File: config.mk
export PLATFORM = sky130hd
export DESIGN_NAME = gray_tracker_flat
export DESIGN_NICKNAME = d
export VERILOG_FILES = /design/src/rtl/gray_tracker_if.sv /design/src/rtl/gray_tracker.sv /design/src/flat_wrapper.sv
export SDC_FILE = /design/constraint.sdc
export NUM_CORES = 1
export LEC_CHECK = 0
export ABC_AREA = 1
export ABC_CLOCK_PERIOD_IN_PS = 14300
export CAP_MARGIN = 25
export CELL_PAD_IN_SITES_DETAIL_PLACEMENT = 1
export CELL_PAD_IN_SITES_GLOBAL_PLACEMENT = 1
export CORE_AREA = 5 5 89 99
export CTS_BUF_LIST = sky130_fd_sc_hd__clkbuf_4 sky130_fd_sc_hd__clkbuf_8 sky130_fd_sc_hd__clkbuf_16
export CTS_CLUSTER_SIZE = 12
export DETAILED_ROUTE_END_ITERATION = 10
export DIE_AREA = 0 0 94 104
export GPL_TIMING_DRIVEN = 0
export PLACE_DENSITY_LB_ADDON = 0.1
export SKIP_LAST_GASP = 1
export SYNTH_ARGS = -nofsm -noshare
export SYNTH_HDL_FRONTEND = slang
export SYNTH_SLANG_ARGS = --single-unit
File: constraint.sdc
create_clock -name clk -period 14.3 [get_ports clk]
set_input_delay 3.575 -clock clk [delete_from_list [all_inputs] [get_ports clk]]
set_output_delay 3.575 -clock clk [all_outputs]
set_load 0.02 [all_outputs]
File: src/rtl/gray_tracker_if.sv
// Bundles the Gray-sample inputs and the tracking outputs of gray_tracker.
// The master modport drives samples; the slave modport is the tracker itself.
interface gray_tracker_if #(
  parameter int WIDTH = 4,
  parameter int POS_W = 16,
  parameter int REV_W = 8
);
  logic [WIDTH-1:0] gray;
  logic             en;
  logic             clr;
  logic [WIDTH-1:0] bin;
  logic             valid;
  logic [POS_W-1:0] pos;
  logic [REV_W-1:0] rev;
  logic             up_pulse;
  logic             dn_pulse;
  logic             err_pulse;
  logic             fault;
  logic [7:0]       err_cnt;

  modport master (
    output gray, en, clr,
    input  bin, valid, pos, rev, up_pulse, dn_pulse, err_pulse, fault, err_cnt
  );

  modport slave (
    input  gray, en, clr,
    output bin, valid, pos, rev, up_pulse, dn_pulse, err_pulse, fault, err_cnt
  );
endinterface

File: src/rtl/gray_tracker.sv
// Decodes sampled Gray words, tracks position/revolutions from single-bit steps
// and latches a fault on any multi-bit jump until cleared.
module gray_tracker #(
  parameter int WIDTH = 4,
  parameter int POS_W = 16,
  parameter int REV_W = 8
) (
  input logic           clk,
  input logic           rst,
  gray_tracker_if.slave bus
);

  typedef enum logic [1:0] {INIT, TRACK, FAULT} state_t;

  localparam logic [WIDTH-1:0] MAX_BIN = '1;
  localparam logic [WIDTH-1:0] ONE     = WIDTH'(1);

  function automatic logic [WIDTH-1:0] gray2bin(input logic [WIDTH-1:0] g);
    logic [WIDTH-1:0] b;
    b[WIDTH-1] = g[WIDTH-1];
    for (int i = WIDTH - 2; i >= 0; i--) b[i] = b[i+1] ^ g[i];
    return b;
  endfunction

  state_t           state_q, state_d;
  logic [WIDTH-1:0] ref_q, ref_d;
  logic [WIDTH-1:0] bin_q, bin_d;
  logic             valid_q, valid_d;
  logic [POS_W-1:0] pos_q, pos_d;
  logic [REV_W-1:0] rev_q, rev_d;
  logic             up_q, up_d, dn_q, dn_d, err_q, err_d;
  logic             fault_q, fault_d;
  logic [7:0]       cnt_q, cnt_d;

  logic [WIDTH-1:0] new_bin, old_bin, step;
  int               flips;

  always_comb begin
    // NOTE: every next-state value is defaulted to hold first so no path can infer a latch.
    state_d = state_q;
    ref_d   = ref_q;
    bin_d   = bin_q;
    valid_d = valid_q;
    pos_d   = pos_q;
    rev_d   = rev_q;
    fault_d = fault_q;
    cnt_d   = cnt_q;
    up_d    = 1'b0;
    dn_d    = 1'b0;
    err_d   = 1'b0;

    new_bin = gray2bin(bus.gray);
    old_bin = gray2bin(ref_q);
    step    = new_bin - old_bin;
    flips   = $countones(bus.gray ^ ref_q);

    if (bus.clr) begin
      // Sample in a clr cycle is discarded; counters survive the re-arm.
      state_d = INIT;
      valid_d = 1'b0;
      fault_d = 1'b0;
    end else if (bus.en) begin
      unique case (state_q)
        INIT: begin
          ref_d   = bus.gray;
          bin_d   = new_bin;
          valid_d = 1'b1;
          state_d = TRACK;
        end
        TRACK: begin
          if (flips == 0) begin
            bin_d = new_bin;
          end else if (flips == 1) begin
            ref_d = bus.gray;
            bin_d = new_bin;
            if (step == ONE) begin
              up_d  = 1'b1;
              pos_d = pos_q + POS_W'(1);
              if (old_bin == MAX_BIN && new_bin == '0) rev_d = rev_q + REV_W'(1);
            end else if (step == MAX_BIN) begin
              dn_d  = 1'b1;
              pos_d = pos_q - POS_W'(1);
              if (old_bin == '0 && new_bin == MAX_BIN) rev_d = rev_q - REV_W'(1);
            end
          end else begin
            // Reference is frozen so the last good position is preserved for diagnosis.
            bin_d   = new_bin;
            err_d   = 1'b1;
            fault_d = 1'b1;
            if (cnt_q != 8'hFF) cnt_d = cnt_q + 8'd1;
            state_d = FAULT;
          end
        end
        FAULT:   bin_d = new_bin;
        default: state_d = INIT;
      endcase
    end
  end

  always_ff @(posedge clk) begin
    if (rst) begin
      state_q <= INIT;
      ref_q   <= '0;
      bin_q   <= '0;
      valid_q <= 1'b0;
      pos_q   <= '0;
      rev_q   <= '0;
      up_q    <= 1'b0;
      dn_q    <= 1'b0;
      err_q   <= 1'b0;
      fault_q <= 1'b0;
      cnt_q   <= '0;
    end else begin
      // NOTE: non-blocking assignments so every register samples pre-edge values.
      state_q <= state_d;
      ref_q   <= ref_d;
      bin_q   <= bin_d;
      valid_q <= valid_d;
      pos_q   <= pos_d;
      rev_q   <= rev_d;
      up_q    <= up_d;
      dn_q    <= dn_d;
      err_q   <= err_d;
      fault_q <= fault_d;
      cnt_q   <= cnt_d;
    end
  end

  assign bus.bin       = bin_q;
  assign bus.valid     = valid_q;
  assign bus.pos       = pos_q;
  assign bus.rev       = rev_q;
  assign bus.up_pulse  = up_q;
  assign bus.dn_pulse  = dn_q;
  assign bus.err_pulse = err_q;
  assign bus.fault     = fault_q;
  assign bus.err_cnt   = cnt_q;

endmodule
File: src/flat_wrapper.sv
// flat-port wrapper written by rule: the top's interface ports become plain ports
module gray_tracker_flat 
#(
  parameter int WIDTH = 4,
  parameter int POS_W = 16,
  parameter int REV_W = 8
)
  (clk, rst, bus_gray, bus_en, bus_clr, bus_bin, bus_valid, bus_pos, bus_rev, bus_up_pulse, bus_dn_pulse, bus_err_pulse, bus_fault, bus_err_cnt);
  gray_tracker_if #(.WIDTH(WIDTH), .POS_W(POS_W), .REV_W(REV_W)) bus_i ();
  input logic clk;
  input logic rst;
  input wire logic [$bits(bus_i.gray)-1:0] bus_gray;
  input wire logic [$bits(bus_i.en)-1:0] bus_en;
  input wire logic [$bits(bus_i.clr)-1:0] bus_clr;
  output wire logic [$bits(bus_i.bin)-1:0] bus_bin;
  output wire logic [$bits(bus_i.valid)-1:0] bus_valid;
  output wire logic [$bits(bus_i.pos)-1:0] bus_pos;
  output wire logic [$bits(bus_i.rev)-1:0] bus_rev;
  output wire logic [$bits(bus_i.up_pulse)-1:0] bus_up_pulse;
  output wire logic [$bits(bus_i.dn_pulse)-1:0] bus_dn_pulse;
  output wire logic [$bits(bus_i.err_pulse)-1:0] bus_err_pulse;
  output wire logic [$bits(bus_i.fault)-1:0] bus_fault;
  output wire logic [$bits(bus_i.err_cnt)-1:0] bus_err_cnt;
  assign bus_i.gray = bus_gray;
  assign bus_i.en = bus_en;
  assign bus_i.clr = bus_clr;
  assign bus_bin = bus_i.bin;
  assign bus_valid = bus_i.valid;
  assign bus_pos = bus_i.pos;
  assign bus_rev = bus_i.rev;
  assign bus_up_pulse = bus_i.up_pulse;
  assign bus_dn_pulse = bus_i.dn_pulse;
  assign bus_err_pulse = bus_i.err_pulse;
  assign bus_fault = bus_i.fault;
  assign bus_err_cnt = bus_i.err_cnt;
  gray_tracker #(.WIDTH(WIDTH), .POS_W(POS_W), .REV_W(REV_W)) u_core (.clk(clk), .rst(rst), .bus(bus_i));
endmodule
Yosys cells after proc, flatten, opt, wreduce, memory -nomap -nowiden. Index checks and enable logic that the tools add are counted. Widths: inputs -> output; s select.

Register bits: 47. Bits in latches: 0. RAM bits: 0. Bits in read-only memories: 0. Bits of input ports: 8. Logic and storage cells: 82. Memories kept: 0.

Add/subtract/negate cells: 9. Multipliers: 0. Div/mod/pow operators: 0. Magnitude comparators: 0. Equality and inequality tests: 12. Shift-type cells: 0. Muxes and demuxes: 15. Bitwise logic cells: 13. Reductions and logical operators: 22.

Operators with widths (count): $add 32x32->32 (1); $eq 32x2->1 const B (1); $logic_not 32->1 (1); $mux 16 (2); $mux 8 (4); $add 16x1->16 const B (1); $add 8x1->8 const B (2); $sub 16x1->16 const B (1); $eq 4x4->1 const B (3); $reduce_and 6->1 (2); $logic_not 4->1 (2); $mux 4 (2); $ne 8x8->1 const B (1); $pmux 4 s2 (1); $reduce_and 4->1 (2); $reduce_and 8->1 (1); $sub 8x1->8 const B (1); $reduce_or 7->1 (1); $ne 2x2->1 const B (3); $not 1->1 (6); $pmux 2 s3 (1); $reduce_bool 2->1 (3); $reduce_or 6->1 (1); $xor 1x1->1 (6); other kinds (17) (22).

Logic depth before layout (Yosys ltp).
Depth in word-level cells: 8. Gate-level depth with buffers: 27. Gate-level depth less buffers: 27.

Least setup slack after synthesis. Ideal clock, no wire load.

Kind: input to register. From: input port bus_gray[2]. To: register u_core.pos_q[15], in the netlist u_core.bus.pos[15]. Setup time: 109 ps. Data arrival time: 7011 ps. Required time: 14191 ps. Path slack: 7180 ps. Stages on the path: 23. Buffers on the path: 0. Path through: inv_1 > ha_1 > inv_2 > nand2_1 > nand2_2 > ha_1 > inv_1 > ha_1 > inv_1 > ha_1 > or2_2 > a21oi_2 > nand2_4 > ha_1 > a21oi_1 > nand2_1 > a21oi_1 > o21ai_0 > a21oi_1 > o21bai_1 > nand3_1 > nand2_1 > inv_1.

Longest elaborated chain between the ends: 7. Elaborated cells on any way between the ends: 15.

Ends and longest elaborated chain: start, declared (RTL line flat_wrapper.sv:12) `input wire logic [$bits(bus_i.gray)-1:0] bus_gray;`; $xor 1x1->1 (*) (RTL line gray_tracker.sv:21) `for (int i = WIDTH - 2; i >= 0; i--) b[i] = b[i+1] ^ g[i];`; via u_core.new_bin[2] (RTL line gray_tracker.sv:35) `logic [WIDTH-1:0] new_bin, old_bin, step;`; $xor 1x1->1 (*) (2 in a row) (RTL line gray_tracker.sv:21); via u_core.new_bin[0] (RTL line gray_tracker.sv:35); $sub 4x4->4 (*) (RTL line gray_tracker.sv:54) `step = new_bin - old_bin;`; $eq 4x4->1 / $eq 4x1->1 (equally long branches) (RTL line gray_tracker.sv:80, gray_tracker.sv:76); $reduce_bool 2->1 (no source line); $reduce_and 6->1 (no source line); end signal, assigned (RTL line gray_tracker.sv:119) `pos_q <= pos_d;`; end, declared (RTL line gray_tracker.sv:29) `logic [POS_W-1:0] pos_q, pos_d;`.

The timed path passes the listed nets; every way through them passes the cells marked *. A chain may end at the register's enable or synchronous reset.

Worst setup path in the final report.
From: input port bus_gray[3]. To: register u_core.pos_q[15], in the netlist u_core.bus.pos[15].

The elaborated chain is that of the path after synthesis.

==> run metrics <==
cell repeated most along the worst path=ha_1; final setup fails=0; quantity of I/O buffers inserted on ports=48; NumNets Final=540; Final Hold Viols=0; DR vias/cell=5.03; initial core utilization=41.7%; post-synth cell types=34; DIE AREA=9780 um^2; Area contributors post-synth=dfxtp_1, ha_1, nand2_1, a21oi_1, inv_1; Synth Net Count=485; clock tree buffer depth=2; DR iter-0 viols=46; Post-CTS Setup Inserts=0; design area=3950 um^2; Max stage delay cell, worst path=clkdlybuf4s50_1; Worst Path Buf+Inv=6; clock skew=0.00830 ns; Total GRT Usage=18.3%; Congestion Overflow GR=0; Post-Syn Instances=438; CP Cell Sequence=clkdlybuf4s50_1 > inv_1 > ha_1 > inv_2 > nand2_1 > nand2_2 > ha_1 > inv_1 > ha_1 > inv_1 > ha_1 > or2_2 > a21oi_2 > nand2_4 > ha_1 > a21oi_1 > nand2_1 > a21oi_1 > o21ai_0 > a21oi_1 > o21bai_1 > nand3_1 > nand2_1 > inv_1; Fill cells=1026; Synth Flop Type=dfxtp_1; WL met2=4.69 mm; layout cells sized above 1=8.11%; total wire length=8.48 mm; worst hold slack=0.461 ns; Clock Sinks=47; metal1 wirelength=3.56 mm; Worst Setup End Kind=flip-flop; Design Power=355 uW; CTS Root Cell=clkbuf_8; class of the worst hold path=reg -> reg; Async S/R FF share, synth=0%; R2R Setup Slk=9.77 ns; pwr dens=89.9 nW/um^2; CTS tree=yes; first-pass GRT wire length=14.8 mm; Largest stage delay, worst path=0.53 ns; Maximum Capacitance Violations=0; CTS buffer count=5; min Tclk post-route=8.08 ns; Avg WL per Cell=14.1 um; via count=3022; Clock Pin Slew Worst Setup and Hold Paths=0.10 ns; Mapped Avg Cell Area=7.37 um^2; met3 routed WL=170 um; post-synth top area share=29.1%; DRC viols=0; final core utilization=51.0%; DIE WIDTH=94 um; Reg area=941 um^2; yosys warns=0; largest delay contributor family on the critical path=adder cells; post-route ant nets=0; cell taking the most area after synthesis=dfxtp_1; crit path kind=in -> reg; initial antenna violation count=0; drt first pass iters=4; Slew headroom=41.9%; run status=completed; fin crit share=56.5%; Die Ht=104 um; vias in the first global route=3280; n_diodes=0; CP startpoint kind=input port; slew at the pin closest to its max-slew limit=0.866 ns; Worst Path Arrival=8.28 ns; post-route setup slack=6.22 ns; Achievable Freq=0.124 GHz; area of the mapped netlist=3230 um^2; worst skew pair latency=0.30 ns; HPWL Detailed=6.79 mm; Hold Buf Count CTS=0; Worst EP required=14.50 ns; largest net degree at the start of global routing=33; Post-CTS Resized=0; non-filler instance count after layout=601; # rows=34; area occupied by multi-input gates=2000 um^2; I/O pins=49; # placed instances=594; Post-synth EDFFs=0; register area share after synthesis=29.1%; routability cong.=0.815; area delta synth->final=22.4%; Max Slew Vio Count=0; final setup TNS=0 ns; Clock H-tree levels=2; Area after DPL=3840 um^2; core area=7740 um^2; Top Metal Used=met4; pre-CTS WS=5.88 ns; leakage=1.86 nW; VDD IR max=0.0389 mV; Worst Path Max Fanout=32; RSZ-0062 raised after global routing=no; Seq cells post-synth=47
-- flip-flops by register name, indices dropped and copies added (netlist names) --
| register | flops |
|---|---|
| u_core.state_q | 2 |
| u_core.bus.dn_pulse | 1 |
| u_core.ref_q | 4 |
| u_core.bus.up_pulse | 1 |
| u_core.bus.fault | 1 |
| u_core.bus.pos | 16 |
| u_core.bus.valid | 1 |
| u_core.bus.err_pulse | 1 |
| u_core.bus.rev | 8 |
| u_core.bus.bin | 4 |
| u_core.bus.err_cnt | 8 |
-- cell usage after synthesis (5+ instances only) --
| cell | number |
|---|---|
| a21oi_1 | 46 |
| a21oi_2 | 11 |
| dfxtp_1 | 47 |
| ha_1 | 36 |
| inv_1 | 60 |
| nand2_1 | 69 |
| nand2_2 | 7 |
| nand3_1 | 10 |
| nand4_1 | 5 |
| nor2_1 | 37 |
| nor3_1 | 8 |
| o21ai_0 | 26 |
| o21ai_1 | 13 |
| xnor2_1 | 7 |
| xor2_1 | 15 |
-- area by class of cell --
class | instances | share of cell area, %
inverters | 64 | 6.08
flip-flops and latches | 47 | 23.8
repair buffers | 48 | 12.2
multi-input cells | 320 | 50.7
well taps | 108 | 3.42
clock buffers | 5 | 1.74
clock inverters | 2 | 0.950
plain buffers | 7 | 1.14
-- tightest hold or removal path: stages (launching register included) --
cell and delay [ns]:
dfxtp_1 0.32, inv_1 0.05, a21oi_1 0.05
-- placed cells by master, fill, tap and decap left out, drive strengths merged --
cell and n:
nand2 79, inv 64, a21oi 57, clkdlybuf4s50 48, dfxtp 47, o21ai 39
nor2 38, ha 36, xor2 15, nand3 10, clkbuf 9, nor3 8
xnor2 7, nand4 5, o31ai 4, or2 3, a21o 3, nor4 3
fa 3, a211oi 3, buf 3, o21bai 2, nor3b 1, o211ai 1
o21a 1, a31oi 1, nand3b 1, clkinvlp 1, bufinv 1
-- final timing paths --
kind | startpoint | end | cells past startpoint
max | bus_gray[3] | u_core.bus.pos[15] | 24
min | u_core.bus.fault | u_core.bus.fault | 2
max reg2reg | u_core.ref_q[3] | u_core.bus.pos[15] | 23
min reg2reg | u_core.bus.fault | u_core.bus.fault | 2
-- kinds of logic (layout without fill, tap and decap cells) --
logic type                 count (synthesis)  in the layout  share of synthesized area, %
buffers and inverters                     71            126                          8.84
and+or+nand+nor                          148            148                          20.5
DFF                                       47             47                          29.1
AOI/OAI and AO/OA                        111            111                          19.8
adders and majority gates                 39             39                          15.8
xor gates and xnor gates                  22             22                          5.97
-- per-layer routing --
metal	track usage [%]	vias up
li1	-	1550
met1	20.5	1439
met2	35.9	27
met3	2.39	6
met4	3.72	0
met5	0	-
-- power breakdown --
part | leakage (nW) | switching [mW] | internal [mW]
Sequential | 0.380 | 0.00228 | 0.133
Combinational | 1.43 | 0.0772 | 0.0429
Clock | 0.0502 | 0.0483 | 0.0512
Power figures use the tool's default switching activity.
